--- src/rtl/bcd_addsub_seq.sv ---
`default_nettype none
// ============================================================================
// Module   : bcd_addsub_seq
// Function : Digit-serial BCD adder/subtractor (LSD first) producing a BCD
//            magnitude plus carry/negative/error flags.
// Revision : 1.0 - initial release
// ============================================================================
module bcd_addsub_seq #(
    parameter int DIGITS = 4
) (
    input  logic                  clk,
    input  logic                  rst,
    input  logic                  start,
    input  logic                  op,
    input  logic [4*DIGITS-1:0]   a,
    input  logic [4*DIGITS-1:0]   b,
    output logic                  busy,
    output logic                  done,
    output logic [4*DIGITS-1:0]   result,
    output logic                  cout,
    output logic                  neg,
    output logic                  err
);
    localparam int W  = 4 * DIGITS;
    localparam int IW = $clog2(DIGITS);
    localparam logic [IW-1:0] c_LAST = IW'(DIGITS - 1);

    typedef enum logic [1:0] {
        S_IDLE = 2'd0,
        S_CALC = 2'd1,
        S_FIX  = 2'd2,
        S_DONE = 2'd3
    } state_t;

    state_t          r_state, w_next;
    logic [W-1:0]    r_a, r_b, r_result;
    logic            r_op, r_c, r_cout, r_neg, r_err;
    logic [IW-1:0]   r_idx;
    logic [3:0]      w_da, w_db, w_digit;
    logic [4:0]      w_raw;
    logic            w_carry, w_last, w_bad;

    always_comb begin
        w_bad = 1'b0;
        for (int k = 0; k < DIGITS; k++) begin
            if (a[4*k +: 4] > 4'd9 || b[4*k +: 4] > 4'd9) w_bad = 1'b1;
        end
    end

    // Shared decimal digit step; FIX reuses it to form 9's complement + 1.
    always_comb begin
        w_da = r_a[3:0];
        w_db = r_op ? (4'd9 - r_b[3:0]) : r_b[3:0];
        if (r_state == S_FIX) begin
            w_da = 4'd9 - r_result[3:0];
            w_db = 4'd0;
        end
        w_raw   = {1'b0, w_da} + {1'b0, w_db} + {4'd0, r_c};
        w_carry = (w_raw > 5'd9);
        w_digit = w_carry ? (w_raw[3:0] + 4'd6) : w_raw[3:0];
    end

    assign w_last = (r_idx == c_LAST);

    always_ff @(posedge clk) begin
        if (rst) r_state <= S_IDLE;
        else     r_state <= w_next;
    end

    always_comb begin
        w_next = r_state;
        busy   = 1'b0;
        done   = 1'b0;
        case (r_state)
            S_IDLE: if (start) w_next = w_bad ? S_DONE : S_CALC;
            S_CALC: begin
                busy = 1'b1;
                if (w_last) w_next = (r_op && !w_carry) ? S_FIX : S_DONE;
            end
            S_FIX: begin
                busy = 1'b1;
                if (w_last) w_next = S_DONE;
            end
            S_DONE: begin
                done   = 1'b1;
                w_next = S_IDLE;
            end
            default: w_next = S_IDLE;
        endcase
    end

    // Operands shift right one digit per step; result digits enter at the top,
    // so after DIGITS steps every digit sits in its own position again.
    always_ff @(posedge clk) begin
        if (rst) begin
            r_a      <= '0;
            r_b      <= '0;
            r_op     <= 1'b0;
            r_idx    <= '0;
            r_c      <= 1'b0;
            r_result <= '0;
            r_cout   <= 1'b0;
            r_neg    <= 1'b0;
            r_err    <= 1'b0;
        end else begin
            case (r_state)
                S_IDLE: if (start) begin
                    r_a      <= a;
                    r_b      <= b;
                    r_op     <= op;
                    r_idx    <= '0;
                    r_c      <= op;
                    r_result <= '0;
                    r_cout   <= 1'b0;
                    r_neg    <= 1'b0;
                    r_err    <= w_bad;
                end
                S_CALC: begin
                    r_a      <= r_a >> 4;
                    r_b      <= r_b >> 4;
                    r_result <= {w_digit, r_result[W-1:4]};
                    r_c      <= w_carry;
                    r_idx    <= r_idx + IW'(1);
                    if (w_last) begin
                        r_idx <= '0;
                        if (!r_op) begin
                            r_cout <= w_carry;
                        end else if (!w_carry) begin
                            r_neg <= 1'b1;
                            r_c   <= 1'b1;
                        end
                    end
                end
                S_FIX: begin
                    r_result <= {w_digit, r_result[W-1:4]};
                    r_c      <= w_carry;
                    r_idx    <= w_last ? '0 : (r_idx + IW'(1));
                end
                default: ;
            endcase
        end
    end

    assign result = r_result;
    assign cout   = r_cout;
    assign neg    = r_neg;
    assign err    = r_err;

endmodule
`default_nettype wire
--- config.mk ---
export PLATFORM = sky130hd
export DESIGN_NAME = bcd_addsub_seq
export DESIGN_NICKNAME = d
export VERILOG_FILES = /design/src/rtl/bcd_addsub_seq.sv
export SDC_FILE = /design/constraint.sdc
export NUM_CORES = 1
export LEC_CHECK = 0
export BUFFER_PORTS_ARGS = -buffer_cell sky130_fd_sc_hd__buf_4
export CAP_MARGIN = 20
export CORE_ASPECT_RATIO = 1.4
export CORE_MARGIN = 2
export CORE_UTILIZATION = 35
export DETAILED_ROUTE_END_ITERATION = 8
export PLACE_DENSITY_LB_ADDON = 0.05
export SLEW_MARGIN = 20
export SYNTH_ARGS = -nofsm -noshare
export SYNTH_HDL_FRONTEND = slang
export SYNTH_SLANG_ARGS = --single-unit
export TNS_END_PERCENT = 20
--- constraint.sdc ---
create_clock -name clk -period 4.7 [get_ports clk]
set_input_delay 0.235 -clock clk [delete_from_list [all_inputs] [get_ports clk]]
set_output_delay 0.235 -clock clk [all_outputs]
set_load 0.02 [all_outputs]
==> summary.md <==
| Metric | Value |
|---|---|
| Status | finished, final reports clean |
| Post-synthesis compound-gate area fraction | 22.2% |
| Main combinational cell family by area after synthesis | compound AO/OA/AOI/OAI gates |
| Hold_ws | about 0.13 ns |
| Startpoint Class | flop |
| Post-synthesis mux area share | around a tenth |
| Shortest period the worst path allows | roughly 3.2 ns |
| Share of post-route cells with drive strength above 1 | between 20% and 30% |
| CTS tree | yes |
| Yosys top cell by area | dfxtp_1 |
| Ys async rst share | 0% |
| Final Cell Area | between 0.003 and 0.004 mm^2 |
| Final nets | 409 |
| Post-CTS resize count | 0 |
| Number of max-cap violations | 0 |
| Skew final | 0.0116 ns |
| #FFs+latches synth | 57 |
| Crit Reg-Reg Endpoint | r_state[0] |
| Starting Density | between 30% and 40% |
| Prevailing post-synth register cell | dfxtp_1 |
| DP Wirelength | ~5.0 mm |
| Share of the synthesized area in the top cell type | around two fifths |
| Initial DRC Count | a little under 70 |
| Synthesis-to-finish area growth | 25.4% |
| Largest stage delay, worst path | 0.40 ns |
| Die width | ~80 um |
| DRT Wirelength | 6.88 mm |
| Max_slew headroom | about three fifths |
| Total Power | around 0.0022 W |
| Final setup violating endpoints | 0 |
| I/O Buffers | 56 |
| Delay-heaviest family, CP | adder cells |
| Max clock buf depth | 2 |
| # fillers | between 800 and 900 |
| Min-delay worst type | in -> reg |
| Worst-Skew Late Latency | 0.34 ns |
| Final ANT Viol Nets | 0 |
| Mapped Nets | around 360 |
| Worst hold start | start |
| Most used routing layer | met2 |
| M3 GR Usage | 2.90% |
| Multi-input gate area | 0.00151 mm^2 |
| Vias per Instance | a little over 5 |
| Leak pwr | roughly 1.4 nW |
| # DRC | 0 |
| Placed cells | between 400 and 500 |
| CTS Sinks | 57 |
| EDFF count, synth | 0 |
| Worst Path Arrival | 3.39 ns |
| DP Area | approximately 0.0033 mm^2 |
| DR vias | 2380 |
| Num rows | 38 |
| Pre-Repair DR Iteration Count | 5 |
| Die ar. | 0.00865 mm^2 |
| Worst R2R Start | r_state[0] |
| Slowest CP cell | dfxtp_1 |
| Tot GR Track Use | between 10% and 20% |
| Worst VDD drop | between 200 and 250 uV |
| Worst-path clk slew | 0.07 ns |
| Req. time, crit path | between 4 and 5 ns |
| Setup CP Type | reg -> reg |
| WL/cell | approximately 15 um |
| Final setup TNS | 0 ns |
| Syn Area/Cell | between 8 and 9 um^2 |
| Grt ovf | 0 |
| GRT met1 Usage | roughly a fifth |
| Part of the Yosys area used for sequential elements | between 40% and 50% |
| Reg-to-reg slack, setup | about 1.5 ns |
| Final period util | ~68% |
| Crit. End Element | flop |
| Clock buffer count from CTS | 9 |
| RSZ-0062 raised after global routing | false |
| Root buf cell | clkbuf_8 |
| # Post-CTS Setup Buffers | 0 |
| CP max FO | 11 |
| Mapped Area | roughly 0.0028 mm^2 |
| Chip Height | 109 um |
| Final Non-Filler Cells | roughly 460 |
| Synth Area in XOR/XNOR | about 1.3% |
| Worst slew pin tran | 0.624 ns |
| Adder-Cell Fraction of Synth Area | 6.42% |
| Syn. warnings | 0 |
| Initial antenna violation count | 0 |
| Hold EP | err |
| Met2 usage | a little under a third |
| Post-Synth Simple-Gate Area | around 14% |
| Buf/Inv on CP | 2 |
| Post-CTS Hold Fix Bufs | 0 |
| First-pass GRT wire length | around 11 mm |
| Max Fclk | roughly 0.31 GHz |
| Cell count of the worst reg-to-reg path | 12 |
| Largest net degree at the start of global routing | 60 |
| Critical-path cell list | inv_1, ha_1, o21ai_0, fa_1, inv_1, fa_1, xnor2_1, ha_1, nand2_1, and4_4, o311ai_0, a21oi_1 |
| Yosys cell types | 39 |
| Synth top area cells | dfxtp_1, mux2i_1, nor2_1, a211oi_1, a22oi_1 |
| Final Hold Violating Endpoints | 0 |
| Antenna cells | 0 |
| Hold path depth | 2 |
| Power Density | roughly 630 mW/mm^2 |
| Vias in the first global route | between 2000 and 2500 |
| Fin. max-slew vios | 0 |
| Global placer's final weighted congestion | 0.813 |
| Core area | slightly below 0.008 mm^2 |
| CTS H-tree depth | 3 |
| Gate Count Post-Synth | roughly 310 |
| FF/Latch Area | 0.00114 mm^2 |
| Ports | 57 |
## layout make-up
type | count | area share [%]
clock inverters | 5 | 1.62
clock buffers | 10 | 3.96
inverters | 11 | 1.19
multi-input cells | 222 | 43.4
flip-flops and latches | 57 | 32.9
well taps | 100 | 3.60
repair buffers | 59 | 13.3
## sequential cells by signal, summed over array words and instances, names as in the netlist
signal / flops
r_idx: 2
r_state: 2
err: 1
neg: 1
r_op: 1
r_a: 16
cout: 1
r_b: 16
r_c: 1
result: 16
## cells in the mapped netlist, types with 2 or more instances
master    count
nand4_1       2
mux2i_1      26
nand2_1      10
o21a_1        2
ha_1         11
fa_1          2
o21ai_0      13
o31ai_1       2
xor2_1        2
a22oi_1      21
inv_1        11
a211oi_1     26
a21o_1        2
dfxtp_1      57
buf_2         6
xnor2_1       2
a21oi_1      12
nor3_1        2
nand2b_1      3
nand3_1       2
nor2_1       61
clkbuf_1     16
mux2_2        2
a311oi_1      2
nand3b_1      3
## layer usage
metal	up-vias	share of wire, %
met3	11	4.4
li1	1218	-
met2	56	52
met5	-	0
met1	1095	42
met4	0	1.8
## worst max-delay path by stage
| stage | depth (start not counted) | end | from | slack (ns) |
|---|---|---|---|---|
| floorplan | 14 | result[14] | r_state[0] | 1.77 |
| global placement | 12 | r_state[0] | r_state[0] | 1.60 |
| detailed placement | 12 | r_state[0] | r_state[0] | 1.53 |
| CTS | 12 | r_state[0] | r_state[0] | 1.50 |
| global route | 12 | r_state[0] | r_state[0] | 1.21 |
| finish | 12 | r_state[0] | r_state[0] | 1.50 |
## power by group
part	total [W]	switching (W)	internal (W)
combinational	0.00103	0.000596	0.000437
sequential	0.000703	0.0000860	0.000617
clock	0.000454	0.000199	0.000255
## layout by cell type, fill, tap and decap left out, drive strengths merged, types with 3 or more instances in the layout
| cell type | instances |
|---|---|
| a211oi | 26 |
| a21o | 3 |
| a21oi | 12 |
| a22oi | 21 |
| buf | 59 |
| clkbuf | 10 |
| clkinv | 3 |
| dfxtp | 57 |
| ha | 11 |
| inv | 11 |
| mux2i | 26 |
| nand2 | 10 |
| nand2b | 3 |
| nand3b | 3 |
| nor2 | 61 |
| o21ai | 14 |
## logic make-up after synthesis
family / count (synthesis)
AO/OA/AOI/OAI: 89
XOR/XNOR: 4
adder cells (fa/ha/maj): 13
buffers and inverters: 33
flip-flops: 57
multiplexers: 28
AND/OR/NAND/NOR: 88
## worst register-to-register path, stage by stage (launching register included)
cell	delay, ns
dfxtp_1	0.40
inv_1	0.10
ha_1	0.34
o21ai_0	0.28
fa_1	0.23
inv_1	0.05
fa_1	0.40
xnor2_1	0.29
ha_1	0.25
nand2_1	0.06
and4_4	0.21
o311ai_0	0.34
a21oi_1	0.11
## through the flow
stage	util (%)	setup WS (ns)
floorplan	-	1.77
global placement	42.2	1.60
detailed placement	42.6	1.53
CTS	45.1	1.50
global route	45.1	1.21
finish	45.1	1.50
No activity file was read; power rests on OpenSTA's default activity.
